<file path="src/rtl/hiscore_uploader.sv">
// Hiscore/NVRAM upload engine: answers HPS ioctl upload reads from core RAM
// while the game CPU is paused, then appends a 16-bit additive checksum.
//
// state | meaning
// IDLE  | waiting for an ioctl_rd inside an upload session
// WAITP | request latched, waiting for pause_ack
// FETCH | RAM read issued, counting RAM_LAT cycles
// CHK   | return checksum low/high byte and complete
// FILL  | return 8'hFF for out-of-range index and complete
// DONE  | capture ram_q, update checksum, complete
module hiscore_uploader #(
  parameter int AW      = 10,
  parameter int SIZE    = 1024,
  parameter int RAM_LAT = 2,
  parameter int BASE    = 0
) (
  input  logic          clk_sys,
  input  logic          reset_n,
  input  logic          ioctl_upload,
  input  logic          ioctl_rd,
  input  logic [24:0]   ioctl_addr,
  output logic [7:0]    ioctl_din,
  output logic          ioctl_wait,
  output logic          pause_req,
  input  logic          pause_ack,
  output logic [AW-1:0] ram_addr,
  output logic          ram_rd,
  input  logic [7:0]    ram_q,
  output logic          chk_err
);

  typedef enum logic [2:0] {IDLE, WAITP, FETCH, CHK, FILL, DONE} state_t;

  localparam logic [24:0]   SIZE_LO = 25'(SIZE);
  localparam logic [24:0]   SIZE_HI = 25'(SIZE + 1);
  localparam logic [AW-1:0] BASE_A  = AW'(BASE);
  localparam logic [2:0]    LAT_M1  = 3'(RAM_LAT - 1);
  localparam logic [AW:0]   IDX_ONE = (AW+1)'(1);

  state_t      state;
  logic        upload_q;
  logic [24:0] addr_q;
  logic [15:0] sum;
  logic [AW:0] next_idx;
  logic [2:0]  lat_cnt;
  logic        start;
  logic        in_seq;

  assign start  = ioctl_upload & ~upload_q;
  assign in_seq = (addr_q == 25'(next_idx));

  always_ff @(posedge clk_sys) begin
    if (!reset_n) begin
      state      <= IDLE;
      upload_q   <= 1'b0;
      addr_q     <= '0;
      sum        <= '0;
      next_idx   <= '0;
      lat_cnt    <= '0;
      ioctl_din  <= 8'hFF;
      ioctl_wait <= 1'b0;
      pause_req  <= 1'b0;
      ram_rd     <= 1'b0;
      ram_addr   <= '0;
      chk_err    <= 1'b0;
    end else begin
      upload_q <= ioctl_upload;
      ram_rd   <= 1'b0;

      if (!ioctl_upload && state == IDLE)
        pause_req <= 1'b0;

      case (state)
        IDLE: begin
          if (ioctl_rd && ioctl_upload) begin
            addr_q     <= ioctl_addr;
            ioctl_wait <= 1'b1;
            state      <= WAITP;
          end
        end
        WAITP: begin
          if (pause_ack) begin
            if (addr_q < SIZE_LO) begin
              ram_rd   <= 1'b1;
              ram_addr <= BASE_A + addr_q[AW-1:0];
              lat_cnt  <= LAT_M1;
              state    <= FETCH;
            end else if (addr_q == SIZE_LO || addr_q == SIZE_HI) begin
              state <= CHK;
            end else begin
              state <= FILL;
            end
          end
        end
        FETCH: begin
          if (lat_cnt == 3'd0)
            state <= DONE;
          else
            lat_cnt <= lat_cnt - 3'd1;
        end
        CHK: begin
          ioctl_din  <= (addr_q == SIZE_LO) ? sum[7:0] : sum[15:8];
          ioctl_wait <= 1'b0;
          state      <= IDLE;
        end
        FILL: begin
          ioctl_din  <= 8'hFF;
          ioctl_wait <= 1'b0;
          state      <= IDLE;
        end
        DONE: begin
          ioctl_din  <= ram_q;
          ioctl_wait <= 1'b0;
          state      <= IDLE;
          // Only the unbroken in-order prefix of a session is summed.
          if (!in_seq) begin
            chk_err <= 1'b1;
          end else if (!chk_err) begin
            sum      <= sum + {8'h00, ram_q};
            next_idx <= next_idx + IDX_ONE;
          end
        end
        default: state <= IDLE;
      endcase

      if (start) begin
        pause_req <= 1'b1;
        sum       <= '0;
        next_idx  <= '0;
        chk_err   <= 1'b0;
      end
    end
  end

endmodule

</file>
<file path="config.mk">
export PLATFORM = sky130hd
export DESIGN_NAME = hiscore_uploader
export DESIGN_NICKNAME = d
export VERILOG_FILES = /design/src/rtl/hiscore_uploader.sv
export SDC_FILE = /design/constraint.sdc
export NUM_CORES = 1
export LEC_CHECK = 0
export CAP_MARGIN = 20
export CORE_UTILIZATION = 58
export DETAILED_ROUTE_END_ITERATION = 10
export PLACE_DENSITY_LB_ADDON = 0.15
export SLEW_MARGIN = 20
export SYNTH_ARGS = -nofsm -noshare
export SYNTH_HDL_FRONTEND = slang
export SYNTH_SLANG_ARGS = --single-unit
</file>
<file path="constraint.sdc">
create_clock -name clk_sys -period 7.5 [get_ports clk_sys]
set_clock_uncertainty 0.2 [all_clocks]
set_input_delay 1.5 -clock clk_sys [delete_from_list [all_inputs] [get_ports clk_sys]]
set_output_delay 1.5 -clock clk_sys [all_outputs]
set_load 0.05 [all_outputs]
</file>
# Word-level counts from Yosys, hierarchy flattened
# Index checks and enable logic that the tools add are counted.
# op_classes
addsub	3
order_cmp	1
eq_ne	13
mux	17
n_bitwise	5
n_reduce_logical	20
# ops
cell	count
$eq A25 B11 Y1 const B	2
$eq A25 B11 Y1	1
$lt A25 B11 Y1 const B	1
$mux W3	8
$pmux W8 S3	1
$add A16 B8 Y16	1
$reduce_and A3 Y1	4
$add A11 B1 Y11 const B	1
$pmux W3 S3	1
$mux W8	1
$ne A2 B2 Y1 const B	4
$eq A3 B2 Y1 const B	2
$eq A3 B3 Y1 const B	2
$logic_not A3 Y1	2
$pmux W3 S2	1
$reduce_and A2 Y1	3
$reduce_bool A2 Y1	3
$mux W1	4
$not A1 Y1	4
$reduce_and A4 Y1	1
$eq A3 B1 Y1 const B	1
$reduce_bool A3 Y1	1
$reduce_or A3 Y1	1
$sub A3 B1 Y3 const B	1
other kinds (7)	8
# totals
reg_bits	81
elab_cells	71

# Depth between registers and ports, before layout
# Gate-level depths: netlist of the first run.
# depth
word_depth	6
ltp_mapped	7

# Worst setup path before layout of the first run
# No wires, ideal clock.
# synth_path
path_type	in2reg
startpoint	input port ram_q[0]
endpoint	register sum[14]
setup_time_ns	0.101
t_arrival_ns	3.197
t_required_ns	7.199
slack_ns	4.002
path_stages	7
path_buffers	0
path_cell_list	ha_1 fa_1 a21oi_1 o22ai_1 o41ai_1 o311ai_0 o41ai_1
# synth_between
elab_chain_len	1
# synth_rtl
item	line_no	rtl
from (decl)	28	input logic [7:0] ram_q,
$add A16 B8 Y16	119	sum <= sum + {8'h00, ram_q};
to (signal assigned)	119	
to (decl)	43	logic [15:0] sum;
# Every way passes these cells.
# A chain may end at the register's enable or synchronous reset.

# Worst setup path after layout of the first run
# Same ends and word-level chain as after synthesis.

==> results of run 1 <==
[final timing paths]
check,start,to,slack (ns),depth (start not counted)
setup / recovery,ram_q[0],sum[14],3.57,8
hold / removal,ram_addr[0],ram_addr[0],0.27,2
setup reg to reg,sum[0],sum[14],4.84,7
hold reg to reg,ram_addr[0],ram_addr[0],0.27,2
[worst reg2reg max path: stages, from the launching register on]
cell	delay (ns)
dfxtp_1	0.33
ha_1	0.21
fa_1	0.42
a21oi_1	0.21
o22ai_1	0.12
o41ai_1	0.73
o311ai_0	0.24
o41ai_1	0.10
[per-stage QoR]
| stage | hold slack (ns) | setup slack [ns] |
|---|---|---|
| CTS | 0.2697 | 3.597 |
| floorplan | 0.2431 | 4.002 |
| detailed placement | 0.2584 | 3.210 |
| finish | 0.2667 | 3.571 |
| global route | 0.2903 | 3.378 |
| global placement | 0.2520 | 3.275 |
[layout by cell type (no fill, tap or decap), drive strengths merged, types with 11 or more instances in the layout]
cell           count
nand2            116
dfxtp             81
clkdlybuf4s50     59
a21boi            38
a21oi             26
o21ai             25
xor2              12
mux2i             12
clkbuf            12
ha                11
[layout make-up]
cell class / instances / share of cell area
multi-input cells: 369 / 0.4640
flip-flops and latches: 81 / 0.3337
repair buffers: 64 / 0.1292
clock buffers: 12 / 0.03193
well taps: 77 / 0.01982
clock inverters: 4 / 0.01519
inverters: 8 / 0.006179
[registers in the layout, indices dropped and copies added, names as in the netlist]
signal,flops
next_idx,11
pause_req,1
chk_err,1
ram_rd,1
addr_q,25
upload_q,1
ioctl_din,8
sum,16
lat_cnt,3
state,3
ioctl_wait,1
ram_addr,10
[cells by family (layout without fill, tap and decap cells)]
family	after synthesis	after routing
multiplexers	12	12
XOR/XNOR	16	16
flip-flops	81	81
AO/OA/AOI/OAI	125	125
buffers and inverters	34	88
adder cells (fa/ha/maj)	12	12
AND/OR/NAND/NOR	204	204
[layer usage]
layer,track usage,routed length [um]
met2,0.4692,4698
met5,0,0
met1,0.3727,4408
met4,0.08629,97
met3,0.06128,524
[power groups by stage]
| stage | sequential [mW] | clock, mW | combinational, mW |
|---|---|---|---|
| 4_1_cts | 0.454 | 0.367 | 0.117 |
| 3_3_place_gp | 0.463 | 0 | 0.113 |
| 6_report | 0.454 | 0.361 | 0.117 |
| 5_1_grt | 0.456 | 0.386 | 0.129 |
| 3_5_place_dp | 0.464 | 0 | 0.116 |
| 2_1_floorplan | 0.467 | 0 | 0.0665 |
==> run metrics, run 1 <==
DIE HEIGHT 85.04 um; antenna viol nets, final 0; drt drc 0; Post-synth EDFFs 0; FF+latch count, synth 81; routed wire length 9.729 mm; period utilization 0.5239; layout cells sized above 1 0.04647; Synth Area in Adders 0.03942; final net count 583; # setup viols final 0; dominant synthesized flop cell dfxtp_1; Post-Syn Area 3999 um^2; Routability Congestion 0.8992; Worst-Skew Late Latency 0.35 ns; Post-Synth XOR/XNOR Area 0.03504; Final Max Slew Viols 0; die area 7231 um^2; top-count cell post-synth nand2_1; Max FO, Critical Path 6; sequential power share 0.487; total gr overflow 0; top post-synthesis cells by area dfxtp_1 41%, nand2_1 11%, a21boi_0 7.1%; global-route wire length before repair 16.24 mm; synthesized instance count 484; dominant cell type by area after synthesis dfxtp_1; Max stage delay on crit path 0.73 ns; crit path capture type flop; Row Count 29; CTS Buf Count 9; IO buf count 59; Synth Area in Compound Gates 0.2059; initial antenna violation count 0; Comb pwr share 0.126; Worst Tran Pin Value 0.8843 ns; largest family of logic cells by synthesized area simple AND/OR/NAND/NOR gates; post-synthesis mux area share 0.03004; CP startpoint kind input pin; CP required 7.55 ns; mean post-synth cell area 8.262 um^2; vias in the first global route 3435; headroom to the max-slew limit 0.4028; Sw Ratio 0.2505; Reg area 1622 um^2; Sw Pwr 0.2337 mW; wire length per cell 15.82 um; min Tclk post-route 3.929 ns; Core ar. 6495 um^2; Power Internal 0.6990 mW; Vias/cell 5.935; # hold bufs at CTS 0; DP Wirelength 6.828 mm; CTS root buf clkbuf_8; Net Count, Synth 534; Max VDD drop 0.0001617 V; CTS clock-pin slew for the worst setup and hold paths 0.08 ns; Lkg Pwr 1.751 nW; fin area 4860 um^2; placed cells 599; CP max-delay cell o41ai_1; simple-gate share of the synthesized area 0.2513; First-pass DRT Iterations 4; family with the most delay on the worst path compound AO/OA/AOI/OAI gates; top cell type's share of synthesized area 0.4055; final hold vios 0; Hold Crit Class flop to flop; IO Pins 60; Final Util 0.7482; Non-Filler Instances 615; clock power share 0.387; Max Root-Sink Buffers 2; Worst Path Arrival 3.98 ns; total number of vias 3650; RSZ-0062 raised after global routing false; CP Class input pin to flop; H-tree lvl count 3; Cell variety after synth 48; Detailed Route Iter0 Violations 212; Sum Neg Setup Slack 0 ns; TritonCTS clock tree built; Worst Path Buf+Inv 1; Chip Width 85.04 um; Yosys warnings 0; initial core utilization 0.6157; Total Power 0.9326 mW; largest net degree at the start of global routing 56; Peak Freq 0.2545 GHz; run status finished clean; PwrDens 191.9 nW/um^2; sequential area share after synthesis 0.4055; MaxCap Viol Count 0; postcts setup bufs 0; post-CTS resize count 0; antenna cell count 0; Area growth syn-to-layout 21.53%; asr flop ratio synth 0; crit-path cells clkdlybuf4s50_1 > ha_1 > fa_1 > a21oi_1 > o22ai_1 > o41ai_1 > o311ai_0 > o41ai_1; Total GRT Usage 0.2838; Filler cells 489; most used cell, CP o41ai_1; sinks on the clock net 81; area of the multi-input gates 2255 um^2; dpl cell area 4631 um^2; Synth top cells by count 116 x nand2_1, 81 x dfxtp_1, 38 x a21boi_0
Power figures use the tool's default switching activity.
==> inputs of run 2 (changes only) <==
--- a/config.mk
+++ b/config.mk
@@ -6,7 +6,7 @@
 export NUM_CORES = 1
 export LEC_CHECK = 0
 export CAP_MARGIN = 20
-export CORE_UTILIZATION = 58
+export CORE_UTILIZATION = 54
 export DETAILED_ROUTE_END_ITERATION = 10
 export PLACE_DENSITY_LB_ADDON = 0.15
 export SLEW_MARGIN = 20
==> constraint.sdc (replaced) <==
create_clock -name clk_sys -period 4 [get_ports clk_sys]
set_clock_uncertainty 0.2 [all_clocks]
set_input_delay 0.8 -clock clk_sys [delete_from_list [all_inputs] [get_ports clk_sys]]
set_output_delay 0.8 -clock clk_sys [all_outputs]
set_load 0.05 [all_outputs]
==> run metrics, run 2 (same netlist as run 1, synthesis figures left out) <==
Comb pwr share 0.126 (about the same); Sw Ratio 0.2633 (+0.01272); CP max-delay cell clkdlybuf4s50_1; layout cells sized above 1 0.04824 (+0.001769); failing checks DRC; critical path depth 9 (+1); period utilization 0.7310; antenna cell count 0 (unchanged); most frequent cells in the layout 116 x nand2_1, 81 x dfxtp_1, 59 x clkdlybuf4s50_1, 38 x a21boi_0, 26 x a21oi_1; Final Max Slew Viols 0 (unchanged); Biggest register addr_q; Worst Path Arrival 2.98 ns (-1.00 ns); Peak Freq 0.3420 GHz; CP required 4.05 ns (-3.50 ns); Row Count 31 (+6.9%); wire length per cell 15.39 um (-2.7%); Non-Filler Instances 638 (+3.7%); Max FO, Critical Path 6 (unchanged); worst r2r path cells 5 (-2); post-CTS resize count 0 (unchanged); clock power share 0.384 (-0.003); initial core utilization 0.5543 (-0.06140); FF-to-FF End sum[9]; placed cells 622 (+3.8%); MaxCap Viol Count 0 (unchanged); total gr overflow 0 (unchanged); postcts setup bufs 0 (unchanged); largest net degree at the start of global routing 51 (-8.9%); total number of vias 3652 (+0.055%); CP Class input pin to flop; die area 7754 um^2 (+7.2%); DP Wirelength 7.029 mm (+2.9%); drt drc 2 (+2); TritonCTS clock tree built; initial antenna violation count 0 (unchanged); CP startpoint kind input pin; routed wire length 9.820 mm (+0.94%); hold endpoint addr_q[15]; run status complete, but fails checks; IO buf count 59 (unchanged); worst r2r src state[2]; headroom to the max-slew limit 0.4606 (+0.05785); PwrDens 355.2 nW/um^2 (+85%); Sum Neg Setup Slack 0 ns (unchanged); global-route wire length before repair 16.08 mm (-0.94%); DIE HEIGHT 88.06 um (+3.6%); fin area 4883 um^2 (+0.49%); Filler cells 625 (+28%); Core ar. 7214 um^2 (+11%); First-pass DRT Iterations 8 (+4); top flop regs addr_q x25, sum x16, next_idx x11; sinks on the clock net 81 (unchanged); Total GRT Usage 0.2710 (-0.01276); dpl cell area 4666 um^2 (+0.76%); CTS Buf Count 9 (unchanged); CTS root buf clkbuf_8; RSZ-0062 raised after global routing false; Detailed Route Iter0 Violations 210 (-0.94%); max FFs per register 25 (unchanged); antenna viol nets, final 0 (unchanged); Worst Hold Launch addr_q[15]; # hold bufs at CTS 0 (unchanged); Chip Width 88.06 um (+3.6%); Vias/cell 5.724 (-3.6%); sequential power share 0.490 (+0.003); Worst Tran Pin Value 0.8091 ns (-0.07521 ns); Area growth syn-to-layout 22.12%; Max VDD drop 0.0002422 V (+50%); Power Internal 1.278 mW (+83%); final net count 584 (+0.17%); most common cell after layout, fill and taps aside nand2_1; H-tree lvl count 3 (unchanged); crit path capture type flop; Routability Congestion 0.8384 (-6.8%); Sw Pwr 0.4566 mW (+95%); crit-path cells clkdlybuf4s50_1 > ha_1 > fa_1 > a21oi_1 > o22ai_1 > o41ai_1 > buf_4 > o311ai_0 > o41ai_1; # setup viols final 0 (unchanged); Lkg Pwr 1.746 nW (-0.32%); reg2reg setup slack 1.41 ns (-3.43 ns); most used cell, CP o41ai_1; IO Pins 60 (unchanged); family with the most delay on the worst path compound AO/OA/AOI/OAI gates; Worst-Skew Late Latency 0.37 ns (+0.02 ns); Max Root-Sink Buffers 2 (unchanged); Max stage delay on crit path 0.44 ns (-0.29 ns); final hold vios 0 (unchanged); vias in the first global route 3372 (-1.8%); min Tclk post-route 2.924 ns; Worst Path Buf+Inv 2 (+1); Hold Path Depth 2 (unchanged); Hold Crit Class flop to flop; CTS clock-pin slew for the worst setup and hold paths 0.08 ns (about the same)
==> run 2: cell count changes in the layout (fill, tap and decap cells not counted), sizes merged <==
cell and delta:
clkinvlp +1, clkbuf -2, inv +1, buf +1
==> run 2: worst max path at each step <==
stage                         end      from  slack, ns
after floorplan           sum[14]  ram_q[0]       1.20
after global placement     sum[8]  ram_q[0]       0.73
after detailed placement  sum[14]  ram_q[0]       0.74
after CTS                 sum[14]  ram_q[0]       1.09
after global routing      sum[14]  ram_q[0]       0.88
final                     sum[14]  ram_q[0]       1.08
==> run 2: final cells by class <==
cell class | instances | area [um^2] | area share
multi-input combinational | 369 | 2255 | 0.4617
sequential | 81 | 1622 | 0.3321
timing repair buffer | 65 | 635.6 | 0.1302
clock buffer | 10 | 127.6 | 0.02613
tap | 99 | 123.9 | 0.02537
clock inverter | 6 | 90.09 | 0.01845
inverter | 8 | 30.03 | 0.006149
==> run 2: power groups by stage <==
| stage | clock [mW] | combinational (mW) | sequential [mW] |
|---|---|---|---|
| 3_5_place_dp | 0 | 0.217 | 0.869 |
| 5_1_grt | 0.706 | 0.242 | 0.854 |
| 3_3_place_gp | 0 | 0.215 | 0.868 |
| 4_1_cts | 0.677 | 0.219 | 0.850 |
| 6_report | 0.666 | 0.218 | 0.850 |
| 2_1_floorplan | 0 | 0.125 | 0.876 |
==> run 2: through the flow <==
step           total power [mW]  utilization  hold WS, ns  setup WS, ns
3_3_place_gp              1.083       0.6467       0.2523        0.7305
3_5_place_dp              1.086       0.6467       0.2584        0.7362
5_1_grt                   1.802       0.6769       0.2897        0.8846
2_1_floorplan             1.000            -       0.2431         1.202
6_report                  1.735       0.6769       0.2661         1.076
4_1_cts                   1.746       0.6769       0.2697         1.090
==> run 2: per-layer routing <==
metal / vias to the layer above / share of wire / global-route usage
met4: 0 / 0.018 / 0.09238
met3: 19 / 0.042 / 0.05655
met5: - / 0 / 0
met2: 93 / 0.47 / 0.4397
li1: 1814 / - / -
met1: 1726 / 0.47 / 0.3596
==> run 2: worst reg2reg max path, cell delays in order, from the launching register on <==
cell and delay, ns:
dfxtp_1 0.57, nand4bb_1 0.20, nor4b_1 0.41, and4_1 0.68, a31oi_1 0.19, a41o_1 0.23
==> inputs of run 3 (changes only) <==
==> constraint.sdc (replaced) <==
create_clock -name clk_sys -period 3 [get_ports clk_sys]
set_clock_uncertainty 0.2 [all_clocks]
set_input_delay 0.6 -clock clk_sys [delete_from_list [all_inputs] [get_ports clk_sys]]
set_output_delay 0.6 -clock clk_sys [all_outputs]
set_load 0.05 [all_outputs]
==> run metrics, run 3 (same netlist as run 1, synthesis figures left out) <==
run status finished clean; Area growth syn-to-layout 24.22%; Vias/cell 5.644 (-1.4%); worst r2r path cells 6 (+1); Lkg Pwr 1.798 nW (+3.0%); total number of vias 3674 (+0.60%); top flop regs addr_q x25, sum x16, next_idx x11; sinks on the clock net 81 (unchanged); vias in the first global route 3381 (+0.27%); IO buf count 59 (unchanged); initial antenna violation count 0 (unchanged); Total GRT Usage 0.2661 (-0.004918); Max stage delay on crit path 0.45 ns (about the same); Final Max Slew Viols 0 (unchanged); Core ar. 7214 um^2 (unchanged); largest net degree at the start of global routing 54 (+5.9%); wire length per cell 15.21 um (-1.2%); Routability Congestion 0.8393 (+0.11%); Total Power 2.252 mW (+30%); most common cell after layout, fill and taps aside nand2_1; period utilization 0.8911; global-route wire length before repair 15.77 mm (-2.0%); headroom to the max-slew limit 0.5877 (+0.1271); CP Class input pin to flop; Peak Freq 0.3741 GHz; Chip Width 88.06 um (unchanged); max FFs per register 25 (unchanged); CTS clock-pin slew for the worst setup and hold paths 0.08 ns (about the same); CTS root buf clkbuf_8; most frequent cells in the layout 116 x nand2_1, 81 x dfxtp_1, 59 x clkdlybuf4s50_1, 38 x a21boi_0, 26 x a21oi_1; postcts setup bufs 0 (unchanged); placed cells 635 (+2.1%); die area 7754 um^2 (unchanged); initial core utilization 0.5543 (unchanged); Worst Path Arrival 2.73 ns (-0.25 ns); Worst Hold Launch addr_q[12]; most used cell, CP o41ai_1; Non-Filler Instances 651 (+2.0%); final hold vios 0 (unchanged); Hold WS 0.2695 ns (+0.003347 ns); CP required 3.06 ns (-0.99 ns); DIE HEIGHT 88.06 um (unchanged); H-tree lvl count 3 (unchanged); antenna viol nets, final 0 (unchanged); First-pass DRT Iterations 4 (-4); Worst Tran Pin Value 0.6184 ns (-0.1906 ns); crit-path cells clkdlybuf4s50_1 > ha_1 > fa_1 > a21oi_1 > o22ai_1 > o41ai_1 > buf_4 > o311ai_0 > o41ai_1; reg2reg setup slack 0.49 ns (-0.92 ns); Filler cells 614 (-1.8%); # hold bufs at CTS 0 (unchanged); total gr overflow 0 (unchanged); Critical Path End sum[14]; routed wire length 9.900 mm (+0.81%); RSZ-0062 raised after global routing false; Worst-Skew Late Latency 0.35 ns (-0.02 ns); # setup viols final 0 (unchanged); worst r2r src state[2]; Row Count 31 (unchanged); MaxCap Viol Count 0 (unchanged); dpl cell area 4763 um^2 (+2.1%); critical path launch point ram_q[0]; min Tclk post-route 2.673 ns; Biggest register addr_q; Max VDD drop 0.0002713 V (+12%); crit path setup slack, layout 0.3267 ns (-0.7495 ns); PwrDens 453.3 nW/um^2 (+28%); drt drc 0 (-2); crit path capture type flop; fin area 4967 um^2 (+1.7%); layout cells sized above 1 0.07065 (+0.02241); Hold Crit Class flop to flop; CP max-delay cell clkdlybuf4s50_1; Detailed Route Iter0 Violations 160 (-24%); CTS Buf Count 9 (unchanged); FF-to-FF End next_idx[9]; post-CTS resize count 0 (unchanged); CP startpoint kind input pin; TritonCTS clock tree built; Max Root-Sink Buffers 2 (unchanged); Sum Neg Setup Slack 0 ns (unchanged); final net count 597 (+2.2%); Final Util 0.6885 (+0.01162); Max FO, Critical Path 6 (unchanged); antenna cell count 0 (unchanged); IO Pins 60 (unchanged); worst slack at placement 0.02348 ns (-0.7127 ns); DP Wirelength 7.285 mm (+3.6%)
==> run 3: cell types whose count changed in the layout (fill, tap and decap cells not counted), sizes merged <==
cell	previous run	this run
buf	6	19
bufinv	2	1
clkbuf	10	11
clkinvlp	1	2
inv	10	9
==> run 3: worst min path at each step <==
stage / endpoint / slack [ns] / cells after the start
floorplan: addr_q[24] / 0.24 / 2
global placement: addr_q[15] / 0.25 / 2
detailed placement: ram_addr[1] / 0.26 / 2
CTS: addr_q[12] / 0.27 / 2
global route: ram_addr[1] / 0.29 / 2
finish: addr_q[12] / 0.27 / 2
==> run 3: routing by layer <==
| metal | vias to the layer above | wire length (um) | track usage |
|---|---|---|---|
| li1 | 1847 | - | - |
| met3 | 20 | 507 | 0.03959 |
| met4 | 0 | 225 | 0.1290 |
| met1 | 1698 | 4603 | 0.3435 |
| met2 | 109 | 4564 | 0.4369 |
| met5 | - | 0 | 0 |
==> run 3: critical path: cells and delay by family <==
kind                       cells  cell delay, ns
adders and majority gates      2            0.65
buffers and inverters          2            0.65
AOI/OAI and AO/OA              5            0.84
==> run 3: layout make-up <==
cell class	count	area [um^2]	area share
Clock inverter	5	62.56	0.01259
Clock buffer	11	141.4	0.02846
Sequential cell	81	1622	0.3264
Tap cell	99	123.9	0.02494
Inverter	8	30.03	0.006045
Timing Repair Buffer	78	733.2	0.1476
Multi-Input combinational cell	369	2255	0.4539
==> run 3: report_power, final <==
part,internal [mW],switching (mW)
combinational,0.132,0.170
clock,0.412,0.406
sequential,1.11,0.0263
